## config.mk

```make
export PLATFORM = sky130hd
export DESIGN_NAME = k3_weight_loader
export DESIGN_NICKNAME = d
export VERILOG_FILES = /design/src/rtl/k3_weight_loader_pkg.sv /design/src/rtl/k3_weight_loader_walker.sv /design/src/rtl/k3_weight_loader.sv
export SDC_FILE = /design/constraint.sdc
export NUM_CORES = 1
export LEC_CHECK = 0
export CAP_MARGIN = 30
export CORE_MARGIN = 1.5
export CORE_UTILIZATION = 51
export CTS_CLUSTER_DIAMETER = 60
export CTS_CLUSTER_SIZE = 40
export DETAILED_ROUTE_END_ITERATION = 6
export PLACE_DENSITY = 0.86
export SLEW_MARGIN = 20
export SYNTH_ARGS = -nofsm -noshare
export SYNTH_HDL_FRONTEND = slang
export SYNTH_SLANG_ARGS = --single-unit
```

## constraint.sdc

```tcl
create_clock -name clk_in -period 4.61 [get_ports clk_in]
set_input_delay 1.1525 -clock clk_in [delete_from_list [all_inputs] [get_ports clk_in]]
set_output_delay 1.1525 -clock clk_in [all_outputs]
set_load 0.005 [all_outputs]
```

## src/rtl/k3_weight_loader_pkg.sv

```systemverilog
// Shared constants, FSM encoding and bank-select helper for the layer-3 kernel weight loader.
package k3_weight_loader_pkg;

  localparam int NUM_BANKS        = 36;
  localparam int WORDS_PER_KERNEL = 36;
  localparam int DATA_W           = 16;
  localparam int ADDR_W           = 13;
  localparam int IND_W            = 7;
  localparam int CNT_W            = 6;

  typedef enum logic [1:0] {
    ST_IDLE = 2'd0,
    ST_LOAD = 2'd1,
    ST_DONE = 2'd2
  } state_t;

  function automatic logic [NUM_BANKS-1:0] bank_onehot(input logic [CNT_W-1:0] idx);
    logic [NUM_BANKS-1:0] v;
    v = {{(NUM_BANKS-1){1'b0}}, 1'b1};
    return v << idx;
  endfunction

endpackage

```

## src/rtl/k3_weight_loader_walker.sv

```systemverilog
// Bank/word/kernel counters with an incrementally stepped kernel base address.
module k3_addr_walker
  import k3_weight_loader_pkg::*;
(
  input  logic              i_clk,
  input  logic              i_rst,
  input  logic              i_init,
  input  logic [IND_W-1:0]  i_k_ind_start,
  input  logic [IND_W-1:0]  i_k_count,
  input  logic              i_advance,
  output logic [CNT_W-1:0]  o_bank,
  output logic [ADDR_W-1:0] o_addr,
  output logic              o_last
);

  logic [CNT_W-1:0]  r_bank;
  logic [CNT_W-1:0]  r_word;
  logic [IND_W-1:0]  r_kern;
  logic [IND_W-1:0]  r_kcount;
  logic [ADDR_W-1:0] r_base;

  logic              w_bank_wrap;
  logic              w_word_wrap;
  logic [ADDR_W-1:0] w_kind;
  logic [ADDR_W-1:0] w_base_init;

  assign w_bank_wrap = (r_bank == CNT_W'(NUM_BANKS - 1));
  assign w_word_wrap = (r_word == CNT_W'(WORDS_PER_KERNEL - 1));
  // k*36 as k*32 + k*4; only shifts and one adder at load start
  assign w_kind      = ADDR_W'(i_k_ind_start);
  assign w_base_init = (w_kind << 5) + (w_kind << 2);

  always_ff @(posedge i_clk or posedge i_rst) begin
    if (i_rst) begin
      r_bank   <= '0;
      r_word   <= '0;
      r_kern   <= '0;
      r_kcount <= '0;
      r_base   <= '0;
    end else if (i_init) begin
      r_bank   <= '0;
      r_word   <= '0;
      r_kern   <= '0;
      r_kcount <= i_k_count;
      r_base   <= w_base_init;
    end else if (i_advance) begin
      if (w_bank_wrap) begin
        r_bank <= '0;
        if (w_word_wrap) begin
          r_word <= '0;
          r_kern <= r_kern + IND_W'(1);
          r_base <= r_base + ADDR_W'(WORDS_PER_KERNEL);
        end else begin
          r_word <= r_word + CNT_W'(1);
        end
      end else begin
        r_bank <= r_bank + CNT_W'(1);
      end
    end
  end

  assign o_bank = r_bank;
  assign o_addr = r_base + ADDR_W'(r_word);
  assign o_last = w_bank_wrap & w_word_wrap & (r_kern == r_kcount);

endmodule

```

## src/rtl/k3_weight_loader.sv

```systemverilog
// Scatters a serial weight stream into the 36 layer-3 kernel BRAMs through one registered write port.
//   state   | meaning
//   ST_IDLE | waiting for start; stream not accepted
//   ST_LOAD | accepting words, one write issued per accepted word
//   ST_DONE | final write on the bus, done pulse, back to idle
module k3_weight_loader
  import k3_weight_loader_pkg::*;
(
  input  logic                 clk_in,
  input  logic                 rst_n,
  input  logic                 start,
  input  logic [IND_W-1:0]     k_ind_start,
  input  logic [IND_W-1:0]     k_count,
  input  logic                 w_valid,
  input  logic [DATA_W-1:0]    w_data,
  output logic                 w_ready,
  output logic [ADDR_W-1:0]    wr_addr,
  output logic [DATA_W-1:0]    wr_data,
  output logic [NUM_BANKS-1:0] wr_en,
  output logic                 busy,
  output logic                 done
);

  state_t r_state;
  state_t w_state_nxt;

  logic                 w_init;
  logic                 w_accept;
  logic                 w_last;
  logic [CNT_W-1:0]     w_bank;
  logic [ADDR_W-1:0]    w_addr;

  logic [NUM_BANKS-1:0] r_wr_en;
  logic [ADDR_W-1:0]    r_wr_addr;
  logic [DATA_W-1:0]    r_wr_data;

  k3_addr_walker u_walker (
    .i_clk         (clk_in),
    .i_rst         (rst_n),
    .i_init        (w_init),
    .i_k_ind_start (k_ind_start),
    .i_k_count     (k_count),
    .i_advance     (w_accept),
    .o_bank        (w_bank),
    .o_addr        (w_addr),
    .o_last        (w_last)
  );

  always_ff @(posedge clk_in or posedge rst_n) begin
    if (rst_n) r_state <= ST_IDLE;
    else       r_state <= w_state_nxt;
  end

  always_comb begin
    w_state_nxt = r_state;
    w_init      = 1'b0;
    w_ready     = 1'b0;
    busy        = 1'b0;
    done        = 1'b0;
    case (r_state)
      ST_IDLE: begin
        if (start) begin
          w_init      = 1'b1;
          w_state_nxt = ST_LOAD;
        end
      end
      ST_LOAD: begin
        w_ready = 1'b1;
        busy    = 1'b1;
        if (w_valid && w_last) w_state_nxt = ST_DONE;
      end
      ST_DONE: begin
        done        = 1'b1;
        w_state_nxt = ST_IDLE;
      end
      default: w_state_nxt = ST_IDLE;
    endcase
  end

  assign w_accept = w_valid & w_ready;

  // Address and data hold their last value between writes; only wr_en qualifies them
  always_ff @(posedge clk_in or posedge rst_n) begin
    if (rst_n) begin
      r_wr_en   <= '0;
      r_wr_addr <= '0;
      r_wr_data <= '0;
    end else begin
      r_wr_en <= w_accept ? bank_onehot(w_bank) : '0;
      if (w_accept) begin
        r_wr_addr <= w_addr;
        r_wr_data <= w_data;
      end
    end
  end

  assign wr_en   = r_wr_en;
  assign wr_addr = r_wr_addr;
  assign wr_data = r_wr_data;

endmodule

```

==> run_summary.xml, run 1 <==
<?xml version="1.0" encoding="UTF-8"?>
<metrics>
  <group name="run_status">
    <metric name="run_status" unit="">finished clean</metric>
  </group>
  <group name="power_and_ir_drop">
    <metric name="netSwitchingPower" unit="W">0.0006432</metric>
    <metric name="power_density" unit="mW/mm^2">330.9</metric>
    <metric name="switching_power_as_a_share_of_total_power" unit="">0.3171</metric>
    <metric name="combPwrFrac" unit="">0.196</metric>
    <metric name="power.share.sequential" unit="">0.525</metric>
    <metric name="internal-power" unit="W">0.001385</metric>
    <metric name="p_clk_frac" unit="">0.278</metric>
    <metric name="leakagePower" unit="nW">2.766</metric>
    <metric name="maximum_vdd_drop" unit="mV">0.1961</metric>
  </group>
  <group name="cells_and_area">
    <metric name="design_area" unit="sq mm">0.006130</metric>
    <metric name="num_antenna_cells" unit="">0</metric>
    <metric name="drive_gt1_frac" unit="">0.05482</metric>
    <metric name="final.fill_count" unit="">711</metric>
    <metric name="nets" unit="">650</metric>
    <metric name="post-route-util" unit="">0.6665</metric>
    <metric name="layout-area-overhead-vs-synth" unit="%">27.21</metric>
  </group>
  <group name="sta">
    <metric name="final_critical_path_setup_slack" unit="ns">1.698</metric>
    <metric name="setup_repair_after_global_routing_missed_its_margin" unit="">no</metric>
    <metric name="timing.max_slew.rel_slack" unit="">0.4992</metric>
    <metric name="hold_slack" unit="ns">0.4841</metric>
    <metric name="report.final.hold_viol_count" unit="">0</metric>
    <metric name="timing.setup.tns" unit="ns">0</metric>
    <metric name="worst_clock_skew" unit="ns">0.008114</metric>
    <metric name="final-max-slew-violation-count" unit="">0</metric>
    <metric name="timing_worst_slew_pin_value" unit="ns">0.7513</metric>
    <metric name="finalWorstPathRequiredPeriod" unit="ns">2.912</metric>
    <metric name="max_freq" unit="MHz">343.4</metric>
    <metric name="report.final.setup_viol" unit="">0</metric>
    <metric name="layout_worst_path_cycle_share" unit="">0.6317</metric>
  </group>
  <group name="synth">
    <metric name="ys_async_sr_fraction" unit="">1.000</metric>
    <metric name="ys.flop_type" unit="">sky130_fd_sc_hd__dfrtp_1</metric>
    <metric name="netlist_instances" unit="">500</metric>
    <metric name="yosysSeqAreaShare" unit="">0.5401</metric>
    <metric name="synth.net_count" unit="">553</metric>
    <metric name="yosys_warnings" unit="">0</metric>
    <metric name="mappedNetlistArea" unit="sq mm">0.004818</metric>
    <metric name="synth.distinct_cells" unit="">47</metric>
    <metric name="register_bit_total_from_synthesis" unit="">104</metric>
    <metric name="syn_area_per_cell" unit="sq um">9.637</metric>
    <metric name="synth-edff-count" unit="">0</metric>
  </group>
  <group name="cts">
    <metric name="clk_root_buffer_cell" unit="">sky130_fd_sc_hd__clkbuf_8</metric>
    <metric name="cts_tree" unit="">yes</metric>
    <metric name="post_cts_resize_count" unit="">0</metric>
    <metric name="cts-buffers-inserted" unit="">9</metric>
    <metric name="maximum_root_to_sink_buffer_count" unit="">2</metric>
    <metric name="clock_insertion_delay_worst_skew" unit="ns">0.38</metric>
    <metric name="cts.sinks" unit="">104</metric>
    <metric name="clkTransAtPathRegs" unit="ns">0.10</metric>
    <metric name="postCtsSetupBuffers" unit="">0</metric>
    <metric name="h_tree_depth" unit="">3</metric>
    <metric name="cts_hold_buffers" unit="">0</metric>
  </group>
  <group name="place">
    <metric name="detailedPlace.worstSlack" unit="ns">1.291</metric>
    <metric name="place_congestion" unit="">0.8596</metric>
    <metric name="detailed_place_hpwl" unit="mm">7.574</metric>
    <metric name="placed_cell_area" unit="sq mm">0.005931</metric>
    <metric name="port_buffers" unit="">101</metric>
  </group>
  <group name="critical_path">
    <metric name="critPathMaxFanout" unit="">18</metric>
    <metric name="setup.worst_path.end_class" unit="">flop</metric>
    <metric name="critPathRequiredTime" unit="ns">4.91</metric>
    <metric name="worst-setup-path-type" unit="">in2reg</metric>
    <metric name="crit_path_start_kind" unit="">input port</metric>
    <metric name="worst-endpoint-arrival" unit="ns">3.22</metric>
  </group>
  <group name="routing">
    <metric name="routed_wl_per_cell" unit="um">14.71</metric>
    <metric name="totalWireLength" unit="mm">10.49</metric>
    <metric name="route.antenna.remaining_nets" unit="">0</metric>
    <metric name="vias" unit="">3816</metric>
    <metric name="post-route-drc-count" unit="">0</metric>
    <metric name="first_iter_violations" unit="">177</metric>
    <metric name="avgViaCountPerCell" unit="">5.352</metric>
    <metric name="detail_route.first_pass.iterations" unit="">5</metric>
  </group>
  <group name="floorplanning">
    <metric name="die_area" unit="sq mm">0.01004</metric>
    <metric name="ios" unit="">102</metric>
    <metric name="start_util" unit="">0.5239</metric>
    <metric name="die_h" unit="um">100.2</metric>
    <metric name="site_row_count" unit="">35</metric>
    <metric name="coreArea" unit="sq mm">0.009196</metric>
    <metric name="dieWidth" unit="um">100.2</metric>
  </group>
  <group name="grt">
    <metric name="first_global_vias" unit="">3766</metric>
    <metric name="grt_antenna_before_repair" unit="">0</metric>
    <metric name="grt_overflow_total" unit="">0</metric>
    <metric name="grt_start_max_net_pins" unit="">56</metric>
    <metric name="global_route_wire_length_before_repair" unit="mm">17.60</metric>
    <metric name="track_usage" unit="">0.2233</metric>
  </group>
  <group name="min_path">
    <metric name="worst_hold_path_type" unit="">reg2reg</metric>
  </group>
  <group name="run">
    <metric name="cap_viol_max_count" unit="">0</metric>
  </group>
</metrics>
-- metal layers --
layer | wire (um) | global-route usage | share of wire | vias to the layer above
met3 | 665 | 0.05153 | 0.063 | 14
met2 | 5058 | 0.3705 | 0.48 | 128
li1 | - | - | - | 1846
met5 | 0 | 0 | 0 | -
met4 | 129 | 0.07801 | 0.012 | 0
met1 | 4637 | 0.2893 | 0.44 | 1828
-- cell type report --
class                      instances  area, sq um  share of cell area
clock buffer                       9        123.9             0.02021
multi-input combinational        362         2086              0.3403
inverter                          14        55.05            0.008981
timing repair buffer             106         1049              0.1711
tap                              111        138.9             0.02266
sequential                       104         2603              0.4246
clock inverter                     7        75.07             0.01225
-- registers in the layout, indices dropped and copies added, names as in the netlist --
name	cells
u_walker.r_kern	7
wr_data	16
u_walker.r_base	11
r_state	2
u_walker.r_word	6
u_walker.o_bank	6
wr_en	36
wr_addr	13
u_walker.r_kcount	7
-- placed cells by master (no fill, tap or decap), types with 14 or more instances in the layout --
cell type,Yosys,routed
sky130_fd_sc_hd__nand2_1,114,114
sky130_fd_sc_hd__dfrtp_1,104,104
sky130_fd_sc_hd__clkdlybuf4s50_1,0,101
sky130_fd_sc_hd__nor2_1,53,53
sky130_fd_sc_hd__o21ai_0,26,26
sky130_fd_sc_hd__xnor2_1,25,25
sky130_fd_sc_hd__a21oi_1,18,18
sky130_fd_sc_hd__nand3_1,18,18
sky130_fd_sc_hd__ha_1,18,18
sky130_fd_sc_hd__xor2_1,14,14
-- power groups by stage --
stage          sequential [W]  combinational (W)  clock (W)
6_report              0.00107           0.000398   0.000565
5_1_grt               0.00108           0.000448   0.000621
4_1_cts               0.00106           0.000402   0.000575
3_5_place_dp          0.00108           0.000399          0
3_3_place_gp          0.00108           0.000383          0
2_1_floorplan         0.00105           0.000248          0
-- cell usage after synthesis, types with 3 or more instances --
library cell / count / share of area
sky130_fd_sc_hd__and2_1: 5 / 0.0065
sky130_fd_sc_hd__ha_1: 18 / 0.047
sky130_fd_sc_hd__mux2i_1: 4 / 0.0083
sky130_fd_sc_hd__nand2b_1: 5 / 0.0065
sky130_fd_sc_hd__xor2_1: 14 / 0.025
sky130_fd_sc_hd__xnor2_1: 25 / 0.045
sky130_fd_sc_hd__or3_1: 5 / 0.0065
sky130_fd_sc_hd__nand2_1: 114 / 0.089
sky130_fd_sc_hd__and3_1: 5 / 0.0065
sky130_fd_sc_hd__inv_1: 14 / 0.011
sky130_fd_sc_hd__o21ai_0: 26 / 0.027
sky130_fd_sc_hd__a21oi_1: 18 / 0.019
sky130_fd_sc_hd__nor3_1: 9 / 0.0093
sky130_fd_sc_hd__buf_1: 5 / 0.0039
sky130_fd_sc_hd__clkbuf_1: 11 / 0.0086
sky130_fd_sc_hd__nor2_1: 53 / 0.041
sky130_fd_sc_hd__buf_2: 3 / 0.0031
sky130_fd_sc_hd__nand4_1: 8 / 0.010
sky130_fd_sc_hd__dfrtp_1: 104 / 0.54
sky130_fd_sc_hd__nand3_1: 18 / 0.019
sky130_fd_sc_hd__a31oi_1: 3 / 0.0039
-- critical path, cell delays in order --
cell and delay [ns]:
sky130_fd_sc_hd__clkdlybuf4s50_1 0.51, sky130_fd_sc_hd__and3b_1 0.66, sky130_fd_sc_hd__a31oi_2 0.33, sky130_fd_sc_hd__or3_1 0.42, sky130_fd_sc_hd__a21oi_1 0.14
-- final timing paths --
check,end,from,depth (start not counted),slack [ns]
max,u_walker.r_word[4]$_DFFE_PP0P_,w_valid,5,1.70
min,wr_addr[0]$_DFFE_PP0P_,wr_addr[0]$_DFFE_PP0P_,2,0.48
max reg2reg,u_walker.r_base[12]$_DFFE_PP0P_,u_walker.o_bank[2]$_DFFE_PP0P_,5,2.38
min reg2reg,wr_addr[0]$_DFFE_PP0P_,wr_addr[0]$_DFFE_PP0P_,2,0.48
max in group asynchronous,wr_en[33]$_DFF_PP0_,rst_n,3,2.58
min in group asynchronous,wr_data[2]$_DFFE_PP0P_,rst_n,2,1.22
-- cells by family (layout without fill, tap and decap cells) --
group                    Yosys count  in the layout  synth area share
AO/OA/AOI/OAI                     60             60           0.07141
XOR/XNOR                          39             39           0.07089
adder cells (fa/ha/maj)           19             19           0.05090
buffers and inverters             34            136           0.02804
flip-flops                       104            104            0.5401
multiplexers                       4              4          0.008310
other                              1              1         0.0007783
AND/OR/NAND/NOR                  239            239            0.2295
-- metrics by stage --
stage	cells	total power (W)
after detailed placement	697	0.001481
after global routing	713	0.002146
after global placement	697	0.001461
after floorplan	500	0.001295
after CTS	713	0.002041
final	713	0.002028
Note: power is estimated with default switching activity, not from simulation.
==> run 2, diff against run 1 <==
==> constraint.sdc (replaced) <==
create_clock -name clk_in -period 2.8 [get_ports clk_in]
set_input_delay 0.7 -clock clk_in [delete_from_list [all_inputs] [get_ports clk_in]]
set_output_delay 0.7 -clock clk_in [all_outputs]
set_load 0.005 [all_outputs]
==> run 2 against run 1 <==
Against the previous run: first-iteration DRC count shrank 12%; cell area up 0.84%; clock power grew 79%; critical endpoint is now u_walker.r_base[11]$_DFFE_PP0P_; largest cell class unchanged; largest power group unchanged.
==> run_summary.xml, run 2 (synthesized netlist as in run 1, its figures left out) <==
<?xml version="1.0" encoding="UTF-8"?>
<metrics>
  <group name="critical_path">
    <metric name="worst-endpoint-arrival" unit="ns">2.59</metric>
    <metric name="r2r.worst_path.cells" unit="">6</metric>
    <metric name="setup.worst_path.end_class" unit="">flop</metric>
    <metric name="regToRegEndpoint" unit="">u_walker.r_base[12]$_DFFE_PP0P_</metric>
    <metric name="crit_path_start_kind" unit="">input port</metric>
    <metric name="reg2reg_setup_slack" unit="ns">0.70</metric>
    <metric name="critical_path.reg2reg.startpoint" unit="">u_walker.r_word[1]$_DFFE_PP0P_</metric>
    <metric name="critPathMaxFanout" unit="">3</metric>
    <metric name="critPathRequiredTime" unit="ns">3.07</metric>
    <metric name="worst-setup-path-type" unit="">in2reg</metric>
  </group>
  <group name="power_and_ir_drop">
    <metric name="maximum_vdd_drop" unit="mV">0.2804</metric>
    <metric name="power_density" unit="mW/mm^2">554.0</metric>
    <metric name="leakagePower" unit="nW">2.786</metric>
  </group>
  <group name="routing">
    <metric name="avgViaCountPerCell" unit="">5.359</metric>
    <metric name="route.antenna.remaining_nets" unit="">0</metric>
    <metric name="detail_route.first_pass.iterations" unit="">4</metric>
    <metric name="post-route-drc-count" unit="">0</metric>
    <metric name="vias" unit="">3832</metric>
    <metric name="met2WireLength" unit="mm">5.172</metric>
    <metric name="dr.max_layer_used" unit="">met4</metric>
    <metric name="routed_wl_per_cell" unit="um">15.00</metric>
    <metric name="met1_length" unit="mm">4.757</metric>
    <metric name="met3RoutedLength" unit="um">582</metric>
    <metric name="first_iter_violations" unit="">156</metric>
    <metric name="totalWireLength" unit="mm">10.73</metric>
  </group>
  <group name="cts">
    <metric name="cts_tree" unit="">yes</metric>
    <metric name="clock_insertion_delay_worst_skew" unit="ns">0.37</metric>
    <metric name="clk_root_buffer_cell" unit="">sky130_fd_sc_hd__clkbuf_8</metric>
    <metric name="maximum_root_to_sink_buffer_count" unit="">2</metric>
    <metric name="postCtsSetupBuffers" unit="">0</metric>
    <metric name="cts_hold_buffers" unit="">0</metric>
    <metric name="cts-buffers-inserted" unit="">9</metric>
    <metric name="cts.sinks" unit="">104</metric>
    <metric name="clkTransAtPathRegs" unit="ns">0.10</metric>
    <metric name="post_cts_resize_count" unit="">0</metric>
    <metric name="h_tree_depth" unit="">3</metric>
  </group>
  <group name="grt">
    <metric name="track_usage" unit="">0.2259</metric>
    <metric name="grt_antenna_before_repair" unit="">0</metric>
    <metric name="grt_overflow_total" unit="">0</metric>
    <metric name="global_route_wire_length_before_repair" unit="mm">18.00</metric>
    <metric name="grt_start_max_net_pins" unit="">89</metric>
    <metric name="first_global_vias" unit="">3826</metric>
  </group>
  <group name="sta">
    <metric name="timing.max_slew.rel_slack" unit="">0.5897</metric>
    <metric name="setup_repair_after_global_routing_missed_its_margin" unit="">no</metric>
    <metric name="timing_worst_slew_pin_value" unit="ns">0.6139</metric>
    <metric name="worst_clock_skew" unit="ns">0.01393</metric>
    <metric name="timing.setup.tns" unit="ns">0</metric>
    <metric name="final_critical_path_setup_slack" unit="ns">0.4796</metric>
    <metric name="max_freq" unit="MHz">431.0</metric>
    <metric name="report.final.setup_viol" unit="">0</metric>
    <metric name="finalWorstPathRequiredPeriod" unit="ns">2.320</metric>
    <metric name="layout_worst_path_cycle_share" unit="">0.8287</metric>
    <metric name="final-max-slew-violation-count" unit="">0</metric>
    <metric name="report.final.hold_viol_count" unit="">0</metric>
  </group>
  <group name="cells_and_area">
    <metric name="layout.cells.most_common_list" unit="">114 x sky130_fd_sc_hd__nand2_1, 104 x sky130_fd_sc_hd__dfrtp_1, 101 x sky130_fd_sc_hd__clkdlybuf4s50_1</metric>
    <metric name="final.fill_count" unit="">731</metric>
    <metric name="layout-area-overhead-vs-synth" unit="%">28.28</metric>
    <metric name="multiInputGateArea" unit="sq mm">0.002086</metric>
    <metric name="drive_gt1_frac" unit="">0.05795</metric>
    <metric name="num_antenna_cells" unit="">0</metric>
    <metric name="largest_register_ffs" unit="">36</metric>
    <metric name="final_common_cell" unit="">sky130_fd_sc_hd__nand2_1</metric>
    <metric name="area.sequential" unit="sq mm">0.002603</metric>
    <metric name="nets" unit="">652</metric>
  </group>
  <group name="floorplanning">
    <metric name="die_h" unit="um">100.2</metric>
    <metric name="ios" unit="">102</metric>
    <metric name="site_row_count" unit="">35</metric>
    <metric name="dieWidth" unit="um">100.2</metric>
    <metric name="coreArea" unit="sq mm">0.009196</metric>
    <metric name="start_util" unit="">0.5239</metric>
    <metric name="die_area" unit="sq mm">0.01004</metric>
  </group>
  <group name="min_path">
    <metric name="worst_hold_startpoint" unit="">wr_data[6]$_DFFE_PP0P_</metric>
    <metric name="worst_hold_path_type" unit="">reg2reg</metric>
    <metric name="timing.hold.worst_path_depth" unit="">2</metric>
    <metric name="timing.hold.worst_endpoint" unit="">wr_data[6]$_DFFE_PP0P_</metric>
  </group>
  <group name="place">
    <metric name="detailed_place_hpwl" unit="mm">7.906</metric>
    <metric name="place_congestion" unit="">0.9152</metric>
    <metric name="port_buffers" unit="">101</metric>
    <metric name="detailedPlace.worstSlack" unit="ns">0.1000</metric>
  </group>
  <group name="run">
    <metric name="cap_viol_max_count" unit="">0</metric>
  </group>
  <group name="run_status">
    <metric name="run_status" unit="">finished clean</metric>
  </group>
</metrics>
-- run 2: how the worst max path moves through the flow --
stage	to	start	slack (ns)	cells past startpoint
global placement	u_walker.r_base[11]$_DFFE_PP0P_	k_ind_start[3]	0.24	9
finish	u_walker.r_base[11]$_DFFE_PP0P_	k_ind_start[3]	0.48	9
CTS	busy	r_state[1]$_DFFE_PP0P_	0.47	3
floorplan	u_walker.r_base[11]$_DFFE_PP0P_	k_ind_start[0]	0.76	8
global route	u_walker.r_base[11]$_DFFE_PP0P_	k_ind_start[4]	0.36	8
detailed placement	u_walker.r_base[11]$_DFFE_PP0P_	k_ind_start[3]	0.10	9
-- run 2: stage by stage --
stage          std cells  area [sq um]  utilization  total power, W  hold slack [ns]
2_1_floorplan        500          4822            -        0.002133           0.4665
5_1_grt              715          6181       0.6721        0.003594           0.5136
3_5_place_dp         699          5959       0.6480        0.002447           0.4611
4_1_cts              715          6181       0.6721        0.003448           0.4878
6_report             715          6181       0.6721        0.003424           0.4849
3_3_place_gp         699          5959       0.6480        0.002411           0.4580
-- run 2: layer usage --
layer  track usage  vias up
met5             0        -
met4       0.08559        0
met3       0.03691       19
met2        0.3794      129
met1        0.2956     1840
li1              -     1844
-- run 2: where the power goes --
| group | total, W | internal [W] | switching, W |
|---|---|---|---|
| sequential | 0.00176 | 0.00162 | 0.000140 |
| clock | 0.00101 | 0.000443 | 0.000564 |
| combinational | 0.000660 | 0.000315 | 0.000346 |
-- run 2: worst max-delay path, cell delays in order --
cell	delay [ns]
sky130_fd_sc_hd__clkdlybuf4s50_1	0.50
sky130_fd_sc_hd__ha_1	0.19
sky130_fd_sc_hd__inv_1	0.06
sky130_fd_sc_hd__fa_1	0.37
sky130_fd_sc_hd__nand2b_1	0.19
sky130_fd_sc_hd__a21oi_1	0.19
sky130_fd_sc_hd__xnor2_1	0.16
sky130_fd_sc_hd__a22oi_1	0.11
sky130_fd_sc_hd__o21a_1	0.12
-- run 2: final cells by class --
type                       instances  area share
clock buffer                       9     0.02004
tap                              111     0.02247
timing repair buffer             108      0.1741
sequential                       104      0.4211
clock inverter                     7     0.01579
inverter                          14    0.009109
multi-input combinational        362      0.3374
==> run 3, diff against run 2 <==
--- a/config.mk
+++ b/config.mk
@@ -7,11 +7,11 @@
 export LEC_CHECK = 0
 export CAP_MARGIN = 30
 export CORE_MARGIN = 1.5
-export CORE_UTILIZATION = 51
+export CORE_UTILIZATION = 46
 export CTS_CLUSTER_DIAMETER = 60
 export CTS_CLUSTER_SIZE = 40
 export DETAILED_ROUTE_END_ITERATION = 6
-export PLACE_DENSITY = 0.86
+export PLACE_DENSITY = 0.82
 export SLEW_MARGIN = 20
 export SYNTH_ARGS = -nofsm -noshare
 export SYNTH_HDL_FRONTEND = slang
==> constraint.sdc (replaced) <==
create_clock -name clk_in -period 1.9 [get_ports clk_in]
set_input_delay 0.475 -clock clk_in [delete_from_list [all_inputs] [get_ports clk_in]]
set_output_delay 0.475 -clock clk_in [all_outputs]
set_load 0.005 [all_outputs]
==> run 3 against run 2 <==
Against the previous run: clock power rose by 33%; via count rose by 3.1%; critical endpoint unchanged; sequential share of layout area fell by 2.2 points; final cell count rose by 9.1%.
==> run_summary.xml, run 3 (synthesized netlist as in run 1, its figures left out) <==
<?xml version="1.0" encoding="UTF-8"?>
<metrics>
  <group name="run_status">
    <metric name="run_status" unit="">finished clean</metric>
  </group>
  <group name="grt">
    <metric name="global_route.usage.met3" unit="">0.04143</metric>
    <metric name="grt_util_met2" unit="">0.3473</metric>
    <metric name="global_route_wire_length_before_repair" unit="mm">18.55</metric>
    <metric name="grt_antenna_before_repair" unit="">0</metric>
    <metric name="grt_overflow_total" unit="">0</metric>
    <metric name="use_met1" unit="">0.2675</metric>
    <metric name="grt_start_max_net_pins" unit="">77</metric>
    <metric name="grt_busiest_layer" unit="">met2</metric>
    <metric name="first_global_vias" unit="">4063</metric>
    <metric name="track_usage" unit="">0.2101</metric>
  </group>
  <group name="power_and_ir_drop">
    <metric name="leakagePower" unit="nW">2.980</metric>
    <metric name="p_clk_frac" unit="">0.266</metric>
    <metric name="power.share.sequential" unit="">0.499</metric>
    <metric name="switching_power_as_a_share_of_total_power" unit="">0.3118</metric>
    <metric name="power_density" unit="mW/mm^2">769.3</metric>
    <metric name="combPwrFrac" unit="">0.236</metric>
    <metric name="netSwitchingPower" unit="W">0.001567</metric>
    <metric name="total_power" unit="W">0.005024</metric>
    <metric name="maximum_vdd_drop" unit="mV">0.4117</metric>
    <metric name="internal-power" unit="W">0.003457</metric>
  </group>
  <group name="cells_and_area">
    <metric name="area.sequential" unit="sq mm">0.002604</metric>
    <metric name="num_antenna_cells" unit="">0</metric>
    <metric name="largest_register_ffs" unit="">36</metric>
    <metric name="layout-area-overhead-vs-synth" unit="%">35.52</metric>
    <metric name="final_common_cell" unit="">sky130_fd_sc_hd__nand2_1</metric>
    <metric name="drive_gt1_frac" unit="">0.1335</metric>
    <metric name="nets" unit="">692</metric>
    <metric name="final.fill_count" unit="">830</metric>
    <metric name="layout.cells.most_common_list" unit="">114 x sky130_fd_sc_hd__nand2_1, 103 x sky130_fd_sc_hd__dfrtp_1, 97 x sky130_fd_sc_hd__clkdlybuf4s50_1</metric>
    <metric name="multiInputGateArea" unit="sq mm">0.002128</metric>
    <metric name="final-instance-count-excl-fill" unit="">780</metric>
  </group>
  <group name="cts">
    <metric name="clk_root_buffer_cell" unit="">sky130_fd_sc_hd__clkbuf_8</metric>
    <metric name="maximum_root_to_sink_buffer_count" unit="">2</metric>
    <metric name="cts.sinks" unit="">104</metric>
    <metric name="clkTransAtPathRegs" unit="ns">0.11</metric>
    <metric name="cts_tree" unit="">yes</metric>
    <metric name="clock_insertion_delay_worst_skew" unit="ns">0.38</metric>
    <metric name="h_tree_depth" unit="">3</metric>
    <metric name="cts-buffers-inserted" unit="">9</metric>
    <metric name="cts_hold_buffers" unit="">0</metric>
  </group>
  <group name="floorplanning">
    <metric name="coreArea" unit="sq mm">0.01023</metric>
    <metric name="site_row_count" unit="">37</metric>
    <metric name="dieWidth" unit="um">105.3</metric>
    <metric name="start_util" unit="">0.4710</metric>
    <metric name="ios" unit="">102</metric>
    <metric name="die_area" unit="sq mm">0.01110</metric>
    <metric name="die_h" unit="um">105.3</metric>
  </group>
  <group name="place">
    <metric name="dpl.cell_count" unit="">760</metric>
    <metric name="place_congestion" unit="">0.8574</metric>
    <metric name="detailed_place_hpwl" unit="mm">8.115</metric>
    <metric name="port_buffers" unit="">101</metric>
  </group>
  <group name="sta">
    <metric name="worst_clock_skew" unit="ns">0.01032</metric>
    <metric name="max_freq" unit="MHz">529.0</metric>
    <metric name="setup_repair_after_global_routing_missed_its_margin" unit="">yes</metric>
    <metric name="layout_worst_path_cycle_share" unit="">0.9948</metric>
    <metric name="report.final.hold_viol_count" unit="">0</metric>
    <metric name="finalWorstPathRequiredPeriod" unit="ns">1.890</metric>
    <metric name="final-max-slew-violation-count" unit="">0</metric>
    <metric name="timing.setup.tns" unit="ns">0</metric>
    <metric name="report.final.setup_viol" unit="">0</metric>
  </group>
  <group name="critical_path">
    <metric name="setup.worst_path.end_class" unit="">flop</metric>
    <metric name="worst-setup-path-type" unit="">in2reg</metric>
    <metric name="worst-endpoint-arrival" unit="ns">2.17</metric>
    <metric name="reg2reg_setup_slack" unit="ns">0.10</metric>
    <metric name="critPathRequiredTime" unit="ns">2.18</metric>
    <metric name="crit_path_start_kind" unit="">input port</metric>
    <metric name="critPathMaxFanout" unit="">3</metric>
  </group>
  <group name="routing">
    <metric name="post-route-drc-count" unit="">0</metric>
    <metric name="totalWireLength" unit="mm">10.86</metric>
    <metric name="first_iter_violations" unit="">129</metric>
    <metric name="routed_wl_per_cell" unit="um">13.92</metric>
    <metric name="vias" unit="">3951</metric>
    <metric name="route.antenna.remaining_nets" unit="">0</metric>
    <metric name="detail_route.first_pass.iterations" unit="">4</metric>
    <metric name="avgViaCountPerCell" unit="">5.065</metric>
  </group>
  <group name="min_path">
    <metric name="worst_hold_path_type" unit="">reg2reg</metric>
  </group>
  <group name="run">
    <metric name="cap_viol_max_count" unit="">0</metric>
  </group>
</metrics>
==> run 3: changes by cell type in the layout (fill, tap and decap cells not counted), moves of 2 or more <==
cell / delta
sky130_fd_sc_hd__nand2b_1: -2
sky130_fd_sc_hd__nand2b_4: +2
sky130_fd_sc_hd__clkinvlp_4: +2
sky130_fd_sc_hd__o21ai_0: -2
sky130_fd_sc_hd__dlygate4sd2_1: +4
sky130_fd_sc_hd__clkdlybuf4s50_1: -4
sky130_fd_sc_hd__buf_4: +39
sky130_fd_sc_hd__o21ai_1: +2
==> run 3: layer usage <==
layer	share of wire	up-vias
li1	-	1928
met1	0.46	1891
met2	0.48	113
met3	0.044	19
met4	0.022	0
met5	0	-
==> run 3: repair_timing <==
item                                    in CTS  in global routing
gates resized for setup                     10                  8
endpoints found under the setup margin       4                 16
setup buffers                                3                  1
hold endpoints to repair                     0                  0
pin swaps                                    1                  1
==> run 3: power by group through the flow <==
stage / Combinational, W / Clock [W] / Sequential [W]
finish: 0.00118 / 0.00134 / 0.00250
global route: 0.00132 / 0.00145 / 0.00253
CTS: 0.00119 / 0.00136 / 0.00251
detailed placement: 0.00118 / 0 / 0.00255
global placement: 0.00113 / 0 / 0.00254
floorplan: 0.000603 / 0 / 0.00254
==> run 3: cell type report <==
type	instances	share of cell area
Clock inverter	7	0.009772
Multi-Input combinational cell	362	0.3259
Timing Repair Buffer	148	0.2119
Sequential cell	104	0.3987
Tap cell	136	0.02606
Clock buffer	9	0.01897
Inverter	14	0.008622
==> run 3: worst paths after layout <==
check / from / end / cells past startpoint
max in group asynchronous: rst_n / r_state[0]$_DFFE_PP0P_ / 3
min reg2reg: wr_addr[10]$_DFFE_PP0P_ / wr_addr[10]$_DFFE_PP0P_ / 2
min in group asynchronous: rst_n / wr_addr[12]$_DFFE_PP0P_ / 3
max: k_ind_start[0] / u_walker.r_base[11]$_DFFE_PP0P_ / 9
min: wr_addr[10]$_DFFE_PP0P_ / wr_addr[10]$_DFFE_PP0P_ / 2
max reg2reg: u_walker.o_bank[2]$_DFFE_PP0P_ / u_walker.r_base[7]$_DFFE_PP0P_ / 6
==> run 3: through the flow <==
step | cell area, sq um | utilization | setup slack [ns] | hold slack (ns)
global placement | 6274 | 0.6132 | -0.4377 | 0.4564
global route | 6530 | 0.6383 | -0.06920 | 0.5064
finish | 6530 | 0.6383 | 0.009807 | 0.4850
floorplan | 4822 | - | 0.06516 | 0.4665
detailed placement | 6274 | 0.6132 | -0.5149 | 0.4669
CTS | 6504 | 0.6357 | 0.001358 | 0.4927
==> run 3: worst max-delay path: stages <==
cell and delay (ns):
sky130_fd_sc_hd__clkdlybuf4s50_1 0.49, sky130_fd_sc_hd__ha_2 0.19, sky130_fd_sc_hd__inv_1 0.07, sky130_fd_sc_hd__fa_2 0.34, sky130_fd_sc_hd__nand2b_4 0.16, sky130_fd_sc_hd__a21oi_2 0.13
sky130_fd_sc_hd__xnor2_1 0.12, sky130_fd_sc_hd__a22oi_1 0.10, sky130_fd_sc_hd__o21a_1 0.11
